**config.mk**
```make
export PLATFORM = sky130hd
export DESIGN_NAME = sd_sector_responder
export DESIGN_NICKNAME = d
export VERILOG_FILES = /design/src/rtl/sd_resp_pkg.sv /design/src/rtl/sd_sector_responder.sv
export SDC_FILE = /design/constraint.sdc
export NUM_CORES = 1
export LEC_CHECK = 0
export BUFFER_PORTS_ARGS = -buffer_cell sky130_fd_sc_hd__buf_2
export CAP_MARGIN = 20
export CORE_MARGIN = 4
export CORE_UTILIZATION = 40
export DETAILED_ROUTE_END_ITERATION = 16
export PLACE_DENSITY = 0.62
export SLEW_MARGIN = 30
export SYNTH_ARGS = -nofsm -noshare
export SYNTH_HDL_FRONTEND = slang
export SYNTH_SLANG_ARGS = --single-unit
```
**constraint.sdc**
```tcl
create_clock -name clk -period 7.3 [get_ports clk]
set_input_delay 0.73 -clock clk [delete_from_list [all_inputs] [get_ports clk]]
set_output_delay 0.73 -clock clk [all_outputs]
set_load 0.02 [all_outputs]
```
**src/rtl/sd_resp_pkg.sv**
```systemverilog
// Shared state encoding and sector geometry for the SD sector responder.
package sd_resp_pkg;

    localparam int SECTOR_BYTES = 512;
    localparam int SECTOR_SHIFT = 9;
    localparam int BYTE_IDX_W   = 9;

    typedef enum logic [2:0] {
        IDLE,
        RD_MEM,
        RD_PUT,
        WR_ADDR,
        WR_LAT,
        WR_MEM,
        DONE
    } state_t;

endpackage

```
**src/rtl/sd_sector_responder.sv**
```systemverilog
// Answers sd_rd/sd_wr with a 512-byte sector streamed to/from byte-wide memory; >=2 cycles/byte, stalls on mem_ready.
// Optional SD_SECTOR_RESPONDER_WPROTECT_EN adds write_protect/wp_hit (protected writes handshake but never touch memory).
module sd_sector_responder
    import sd_resp_pkg::*;
#(
    parameter int                ADDR_W   = 24,
    parameter logic [ADDR_W-1:0] IMG_BASE = '0,
    parameter int                MAX_LBA  = 454
) (
    input  logic              clk,
    input  logic              reset,
    input  logic              img_mounted,
    input  logic [31:0]       sd_lba,
    input  logic              sd_rd,
    input  logic              sd_wr,
    output logic              sd_ack,
    output logic [8:0]        sd_buff_addr,
    output logic [7:0]        sd_buff_dout,
    input  logic [7:0]        sd_buff_din,
    output logic              sd_buff_wr,
    output logic [ADDR_W-1:0] mem_addr,
    output logic              mem_rd,
    output logic              mem_wr,
    output logic [7:0]        mem_wdata,
    input  logic [7:0]        mem_rdata,
    input  logic              mem_ready,
`ifdef SD_SECTOR_RESPONDER_WPROTECT_EN
    input  logic              write_protect,
    output logic              wp_hit,
`endif
    output logic              err
);

    state_t                  state_q, state_d;
    logic [BYTE_IDX_W-1:0]   idx_q, idx_d;
    logic                    bad_q, bad_d;
    logic                    wp_q, wp_d;
    logic                    sd_ack_q, sd_ack_d;
    logic [8:0]              sd_buff_addr_q, sd_buff_addr_d;
    logic [7:0]              sd_buff_dout_q, sd_buff_dout_d;
    logic                    sd_buff_wr_q, sd_buff_wr_d;
    logic [ADDR_W-1:0]       mem_addr_q, mem_addr_d;
    logic [7:0]              mem_wdata_q, mem_wdata_d;
    logic                    err_q, err_d;

    logic last_byte;
    assign last_byte = (idx_q == BYTE_IDX_W'(SECTOR_BYTES - 1));

    always_comb begin
        state_d        = state_q;
        idx_d          = idx_q;
        bad_d          = bad_q;
        wp_d           = wp_q;
        sd_ack_d       = sd_ack_q;
        sd_buff_addr_d = sd_buff_addr_q;
        sd_buff_dout_d = sd_buff_dout_q;
        sd_buff_wr_d   = 1'b0;
        mem_addr_d     = mem_addr_q;
        mem_wdata_d    = mem_wdata_q;
        err_d          = err_q;

        case (state_q)
            IDLE: begin
                if (sd_rd || sd_wr) begin
                    bad_d          = !img_mounted || (sd_lba > 32'(MAX_LBA));
                    err_d          = err_q | bad_d;
                    sd_ack_d       = 1'b1;
                    idx_d          = '0;
                    sd_buff_addr_d = '0;
                    mem_addr_d     = IMG_BASE + (ADDR_W'(sd_lba) << SECTOR_SHIFT);
`ifdef SD_SECTOR_RESPONDER_WPROTECT_EN
                    wp_d           = !sd_rd && write_protect;
`else
                    wp_d           = 1'b0;
`endif
                    // Read has priority when both request levels are high.
                    state_d        = sd_rd ? RD_MEM : WR_ADDR;
                end
            end
            RD_MEM: begin
                if (bad_q || mem_ready) begin
                    sd_buff_dout_d = bad_q ? 8'h00 : mem_rdata;
                    sd_buff_addr_d = idx_q;
                    sd_buff_wr_d   = 1'b1;
                    state_d        = RD_PUT;
                end
            end
            RD_PUT: begin
                if (last_byte) begin
                    state_d = DONE;
                end else begin
                    idx_d      = idx_q + 1'b1;
                    mem_addr_d = mem_addr_q + 1'b1;
                    state_d    = RD_MEM;
                end
            end
            WR_ADDR: state_d = WR_LAT;
            WR_LAT: begin
                // Client data is registered one edge after it sees the address.
                mem_wdata_d = sd_buff_din;
                state_d     = WR_MEM;
            end
            WR_MEM: begin
                if (bad_q || wp_q || mem_ready) begin
                    if (last_byte) begin
                        state_d = DONE;
                    end else begin
                        idx_d          = idx_q + 1'b1;
                        sd_buff_addr_d = idx_q + 1'b1;
                        mem_addr_d     = mem_addr_q + 1'b1;
                        state_d        = WR_ADDR;
                    end
                end
            end
            DONE: begin
                sd_ack_d = 1'b0;
                state_d  = IDLE;
            end
            default: state_d = IDLE;
        endcase
    end

    always_ff @(posedge clk) begin
        if (reset) begin
            state_q        <= IDLE;
            idx_q          <= '0;
            bad_q          <= 1'b0;
            wp_q           <= 1'b0;
            sd_ack_q       <= 1'b0;
            sd_buff_addr_q <= '0;
            sd_buff_dout_q <= '0;
            sd_buff_wr_q   <= 1'b0;
            mem_addr_q     <= '0;
            mem_wdata_q    <= '0;
            err_q          <= 1'b0;
        end else begin
            state_q        <= state_d;
            idx_q          <= idx_d;
            bad_q          <= bad_d;
            wp_q           <= wp_d;
            sd_ack_q       <= sd_ack_d;
            sd_buff_addr_q <= sd_buff_addr_d;
            sd_buff_dout_q <= sd_buff_dout_d;
            sd_buff_wr_q   <= sd_buff_wr_d;
            mem_addr_q     <= mem_addr_d;
            mem_wdata_q    <= mem_wdata_d;
            err_q          <= err_d;
        end
    end

    assign sd_ack       = sd_ack_q;
    assign sd_buff_addr = sd_buff_addr_q;
    assign sd_buff_dout = sd_buff_dout_q;
    assign sd_buff_wr   = sd_buff_wr_q;
    assign mem_addr     = mem_addr_q;
    assign mem_wdata    = mem_wdata_q;
    assign err          = err_q;
    assign mem_rd       = (state_q == RD_MEM) && !bad_q;
    assign mem_wr       = (state_q == WR_MEM) && !bad_q && !wp_q;
`ifdef SD_SECTOR_RESPONDER_WPROTECT_EN
    assign wp_hit       = (state_q == DONE) && wp_q;
`endif

endmodule

```
==> qor.yml, run 1 <==
setup_path:
  endpoint_kind: "register"
  crit_family: "compound AO/OA/AOI/OAI gates"
  crit_buf_inv: 0
  slowest_delay_ns: 0.66
  slowest_stage: "o31a_1"
  arrival_ns: 3.42
  cp-start-kind: "register"
  worstPathCellList: "ha_1, and3_1, and3_1, and3_1, ha_1, or4b_4, o31a_1, a211oi_1, o21ai_0, o311ai_1"
  worstSetupPathType: "reg -> reg"
  cp.depth: 10
  path_common_cell: "and3_1"
  worstPathRequired_ns: 7.51
  rr_worst_depth: 10
  cp_max_fo: 18
placement:
  hpwl_um: 6430
  dp_worst_setup_slack_ns: 4.14
  io_buffers: 107
  finalWeightedCongestion: 0.805
  dp.cells: 592
yosys:
  synth_seq_cells: 65
  yosysSeqAreaShare_pct: 38.0
  netlist_top_cells_count: "dfxtp_1, nor2_1, a21oi_1"
  synth.most_common_cell: "dfxtp_1"
  syn-instance-count: 399
  synth_area_leaders: "dfxtp_1, nor2_1, a21oi_1"
  yosys.area.top_type_share_pct: 38.0
  synth_edf_count: 0
  syn_nets: 456
  syn_area_per_cell_um2: 8.57
  synthDistinctLibCells: 63
  async_flop_share_pct: 0
  yosys.area.top_type: "dfxtp_1"
  yosys_warnings: 0
  syn-cell-area_um2: 3420
  synth_ff_type: "dfxtp_1"
die:
  coreArea_um2: 8260
  fp.dieH_um: 100
  start_util_pct: 41.4
  ios: 108
  die_w_um: 100
  rows: 33
  dieArea_um2: 10100
timing:
  max_freq_ghz: 0.311
  period_minus_slack_ns: 3.21
  hold_violations: 0
  setup_violations: 0
  fin_setup_tns_ns: 0
  fin_ws_ns: 4.09
  drv_slew: 0
  worst_pin_slew_ns: 0.891
  rsz0062_at_grt: "no"
  maxSlewHeadroom_pct: 40.3
  final_min_period_over_clock_period_pct: 44.0
  fin_worst_skew_ns: 0.0101
clock_tree:
  clkLatencyLatePin_ns: 0.34
  ctsResizeCount: 0
  postCtsSetupRepairBufs: 0
  clkSlewWorstSetupHoldPaths_ns: 0.08
  cts_hold_buf: 0
  numCtsBuffers: 9
  ctsRootBufferMaster: "clkbuf_8"
  cts_tree: "built"
  cts.sink_count: 65
  htreeDepth: 3
  cts_buffer_depth: 2
drt:
  antenna_left: 0
  vias_per_cell: 5.55
  drc_errors: 0
  via_count: 3373
  first_pass_iters: 5
  post_drt_wl_per_cell_um: 14.8
  drt_iter0_markers: 177
  wl_um: 9010
global_routing:
  grt_max_degree: 62
  grt_usage_pct: 18.1
  antenna_found_initial: 0
  grt_pass1_vias: 3242
  grt_pass1_wl_um: 15000
  grt-ovfl-total: 0
power:
  cellLeakagePower_uw: 0.00170
  peakVddDrop_mv: 0.116
  p_per_area_nw_per_um2: 220
final_layout:
  syn_to_final_growth_pct: 22.4
  drive_above_1_share_pct: 29.2
  seq_area_um2: 1300
  finalNonFillerCells: 608
  diodes: 0
  fin_nets: 555
  utilization_pct: 50.7
  fillers: 836
  multi_input_area_um2: 1960
job:
  cap_violations: 0
worst_hold_path:
  hold_class: "reg -> reg"
  worstHoldPathCells: 2
outcome:
  status: "complete, no violations"
-- final cells by class --
type / count / area share [%]
Multi-Input combinational cell: 307 / 46.9
Sequential cell: 65 / 31.1
Timing Repair Buffer: 110 / 13.3
Clock buffer: 11 / 3.62
Tap cell: 105 / 3.14
Clock inverter: 5 / 1.49
Inverter: 5 / 0.448
-- registers in the layout (all words and copies together), names as in the netlist --
register and cells:
sd_ack 1, mem_addr 24, state_q 3, sd_buff_addr 9, sd_buff_dout 8, mem_wdata 8
sd_buff_wr 1, bad_q 1, idx_q 9, err 1
-- final timing paths --
check | from | endpoint | slack [ns]
min reg2reg | sd_buff_addr[2] | sd_buff_addr[2] | 0.45
max | idx_q[0] | mem_addr[20] | 4.09
min | sd_buff_addr[2] | sd_buff_addr[2] | 0.45
max reg2reg | idx_q[0] | mem_addr[20] | 4.09
-- cell usage in the layout, fill, tap and decap left out, types with 3 or more instances in the layout --
cell type,instances
nor3_1,10
buf_2,107
and2_1,4
nand3b_1,4
buf_4,3
nand4_1,11
nand3_1,15
mux2i_1,10
nor4_1,11
a22oi_1,12
nor2_1,56
nand2b_1,6
a32oi_1,3
o21ai_0,20
dfxtp_1,65
o311ai_1,3
ha_1,3
xor2_1,8
and4_1,4
a21oi_1,33
a211oi_1,4
inv_1,5
clkbuf_8,11
or3_1,7
and3_1,5
nand2_1,26
xnor2_1,9
-- per-stage QoR --
stage / hold WS [ns] / power, uW / instance area, um^2
after floorplan: 0.478 / 551 / 3420
after global placement: 0.441 / 603 / 3970
after detailed placement: 0.445 / 606 / 3970
after CTS: 0.455 / 931 / 4190
after global routing: 0.480 / 969 / 4190
final: 0.451 / 921 / 4190
-- report_power, final --
group | total (uW) | internal [uW] | switching (uW)
clock | 321 | 178 | 143
combinational | 195 | 70.6 | 124
sequential | 405 | 374 | 30.5
-- cell families after synthesis --
family	synth area share, %
AOI/OAI and AO/OA	19.9
xor gates and xnor gates	4.35
adders and majority gates	1.10
buffers and inverters	4.72
DFF	38.0
muxes	3.26
and+or+nand+nor	28.7
-- routing by layer --
| metal | track usage [%] | vias up | wire length, um |
|---|---|---|---|
| met2 | 29.6 | 100 | 4320 |
| li1 | - | 1679 | - |
| met1 | 24.0 | 1588 | 4190 |
| met4 | 5.70 | 0 | 56 |
| met5 | 0 | - | 0 |
| met3 | 3.60 | 6 | 439 |
-- worst register-to-register path, delay by kind of cell, from the launching register on --
family | cells | cell delay, ns
DFF | 1 | 0.44
AOI/OAI and AO/OA | 4 | 1.15
and+or+nand+nor | 4 | 0.86
adders and majority gates | 2 | 0.65
Note: power is estimated with default switching activity, not from simulation.
==> run 2: changes to the inputs <==
PLACE_DENSITY = 0.65   (was 0.62)
clock period = 2.63 ns   (was 7.3 ns; I/O delays follow)
==> qor.yml, run 2 (same netlist as run 1, synthesis figures left out) <==
placement:
  io_buffers: 107
  finalWeightedCongestion: 0.883
  hpwl_um: 6930
  dp.cells: 611
worst_hold_path:
  hold_class: "in -> reg"
setup_path:
  timing.reg2reg.setup_slack_ns: 0.03
  reg2reg_to: "mem_addr[18]"
  worstPathRequired_ns: 2.87
  reg2reg_from: "idx_q[1]"
  cp_max_fo: 7
  endpoint_kind: "register"
  worstSetupPathType: "reg -> reg"
  slowest_delay_ns: 0.44
  cp-startpoint: "idx_q[1]"
  arrival_ns: 2.84
  cp-start-kind: "register"
  crit_path_end: "mem_addr[18]"
  path_common_cell: "and3_4"
  slowest_stage: "or3_4"
  worstPathCellList: "ha_4, and3_4, and3_4, and3_4, ha_4, nor4bb_2, or3_4, a21oi_1, o21ai_0, o311ai_2"
  rr_worst_depth: 10
die:
  rows: 33
  coreArea_um2: 8260
  die_w_um: 100
  dieArea_um2: 10100
  ios: 108
  start_util_pct: 41.4
  fp.dieH_um: 100
timing:
  rsz0062_at_grt: "yes"
  fin_setup_tns_ns: 0
  hold_violations: 0
  drv_slew: 0
  whs_ns: 0.163
  maxSlewHeadroom_pct: 45.5
  worst_pin_slew_ns: 0.817
  period_minus_slack_ns: 2.60
  final_min_period_over_clock_period_pct: 98.8
  max_freq_ghz: 0.385
  fin_worst_skew_ns: 0.0109
  setup_violations: 0
drt:
  first_pass_iters: 5
  drt_iter0_markers: 166
  vias_per_cell: 5.50
  post_drt_wl_per_cell_um: 15.3
  wl_um: 9610
  via_count: 3462
  antenna_left: 0
  drc_errors: 0
power:
  p_int_uw: 1930
  cellLeakagePower_uw: 0.00185
  p_comb_share_pct: 21.7
  p_sw_share_pct: 29.9
  p_total_uw: 2750
  p_seq_share_pct: 40.9
  p_switching_uw: 822
  clkPwrFrac_pct: 37.4
  p_per_area_nw_per_um2: 609
  peakVddDrop_mv: 0.325
final_layout:
  utilization_pct: 54.6
  diodes: 0
  fin_nets: 576
  layout_commonest_cell: "buf_2"
  fillers: 785
  drive_above_1_share_pct: 35.7
  finalNonFillerCells: 629
  largest_reg_flops: 24
  final_cell_mix: "buf_2, dfxtp_1, nor2_1, a21oi_1, nand2_1"
  syn_to_final_growth_pct: 31.9
global_routing:
  grt-ovfl-total: 0
  grt_max_degree: 42
  grt_pass1_vias: 3421
  grt_pass1_wl_um: 15800
  grt_usage_pct: 19.2
  antenna_found_initial: 0
clock_tree:
  numCtsBuffers: 9
  htreeDepth: 3
  ctsRootBufferMaster: "clkbuf_8"
  clkLatencyLatePin_ns: 0.34
  cts_tree: "built"
  cts_hold_buf: 0
  clkSlewWorstSetupHoldPaths_ns: 0.07
  cts.sink_count: 65
  cts_buffer_depth: 2
job:
  cap_violations: 0
outcome:
  status: "complete, no violations"
## run 2: cell types whose count changed in the layout (fill, tap and decap cells not counted), sizes merged
| cell | before | now |
|---|---|---|
| bufinv | 1 | 3 |
| o31a | 1 | 2 |
| clkbuf | 11 | 10 |
| inv | 6 | 5 |
| buf | 110 | 130 |
| clkinvlp | 2 | 0 |
| clkinv | 1 | 3 |
## run 2: per-layer routing
metal / routed length [um] / track usage [%] / up-vias
met5: 0 / 0 / -
met4: 90 / 5.80 / 0
met3: 449 / 5.19 / 8
met2: 4870 / 32.5 / 91
met1: 4200 / 23.9 / 1648
li1: - / - / 1715
## run 2: how the worst min path moves through the flow
stage,cells after the start,from,to,slack [ns]
after floorplan,2,sd_lba[9],mem_addr[18],0.38
after global placement,2,sd_buff_addr[6],sd_buff_addr[6],0.44
after detailed placement,2,sd_buff_addr[7],sd_buff_addr[7],0.44
after CTS,3,sd_buff_din[2],mem_wdata[2],0.15
after global routing,3,sd_buff_din[0],mem_wdata[0],0.15
final,3,sd_buff_din[2],mem_wdata[2],0.16
## run 2: worst max-delay path: cells and delay by family (launching register included)
family          cells  cell delay [ns]
flops               1             0.35
simple gates        5             1.07
compound gates      3             0.76
fa+ha+maj           2             0.31
## run 2: per-stage QoR
stage / instance area [um^2] / setup slack [ns]
2_1_floorplan: 3450 / 0.0144
4_1_cts: 4430 / 0.0151
3_3_place_gp: 4160 / -0.0220
3_5_place_dp: 4160 / -0.0807
6_report: 4510 / 0.0321
5_1_grt: 4510 / -0.0567
## run 2: timing repair
item / in CTS / in global routing
resized for setup: 5 / 12
setup endpoints to repair: 16 / 21
pin swaps: 3 / 13
buffers inserted: 0 / 1
cloned: 0 / 1
## run 2: final cells by class
| type | instances | area, um^2 | area share [%] |
|---|---|---|---|
| tap | 105 | 131 | 2.91 |
| inverter | 5 | 18.8 | 0.416 |
| multi-input combinational | 308 | 2090 | 46.3 |
| timing repair buffer | 130 | 724 | 16.1 |
| clock buffer | 10 | 138 | 3.05 |
| clock inverter | 6 | 105 | 2.33 |
| sequential | 65 | 1310 | 29.0 |
## run 2: power groups by stage
stage	Sequential (uW)	Combinational, uW	Clock [uW]
after floorplan	1170	363	0
after global placement	1140	567	0
after detailed placement	1140	575	0
after CTS	1120	582	1060
after global routing	1140	657	1100
final	1120	596	1030
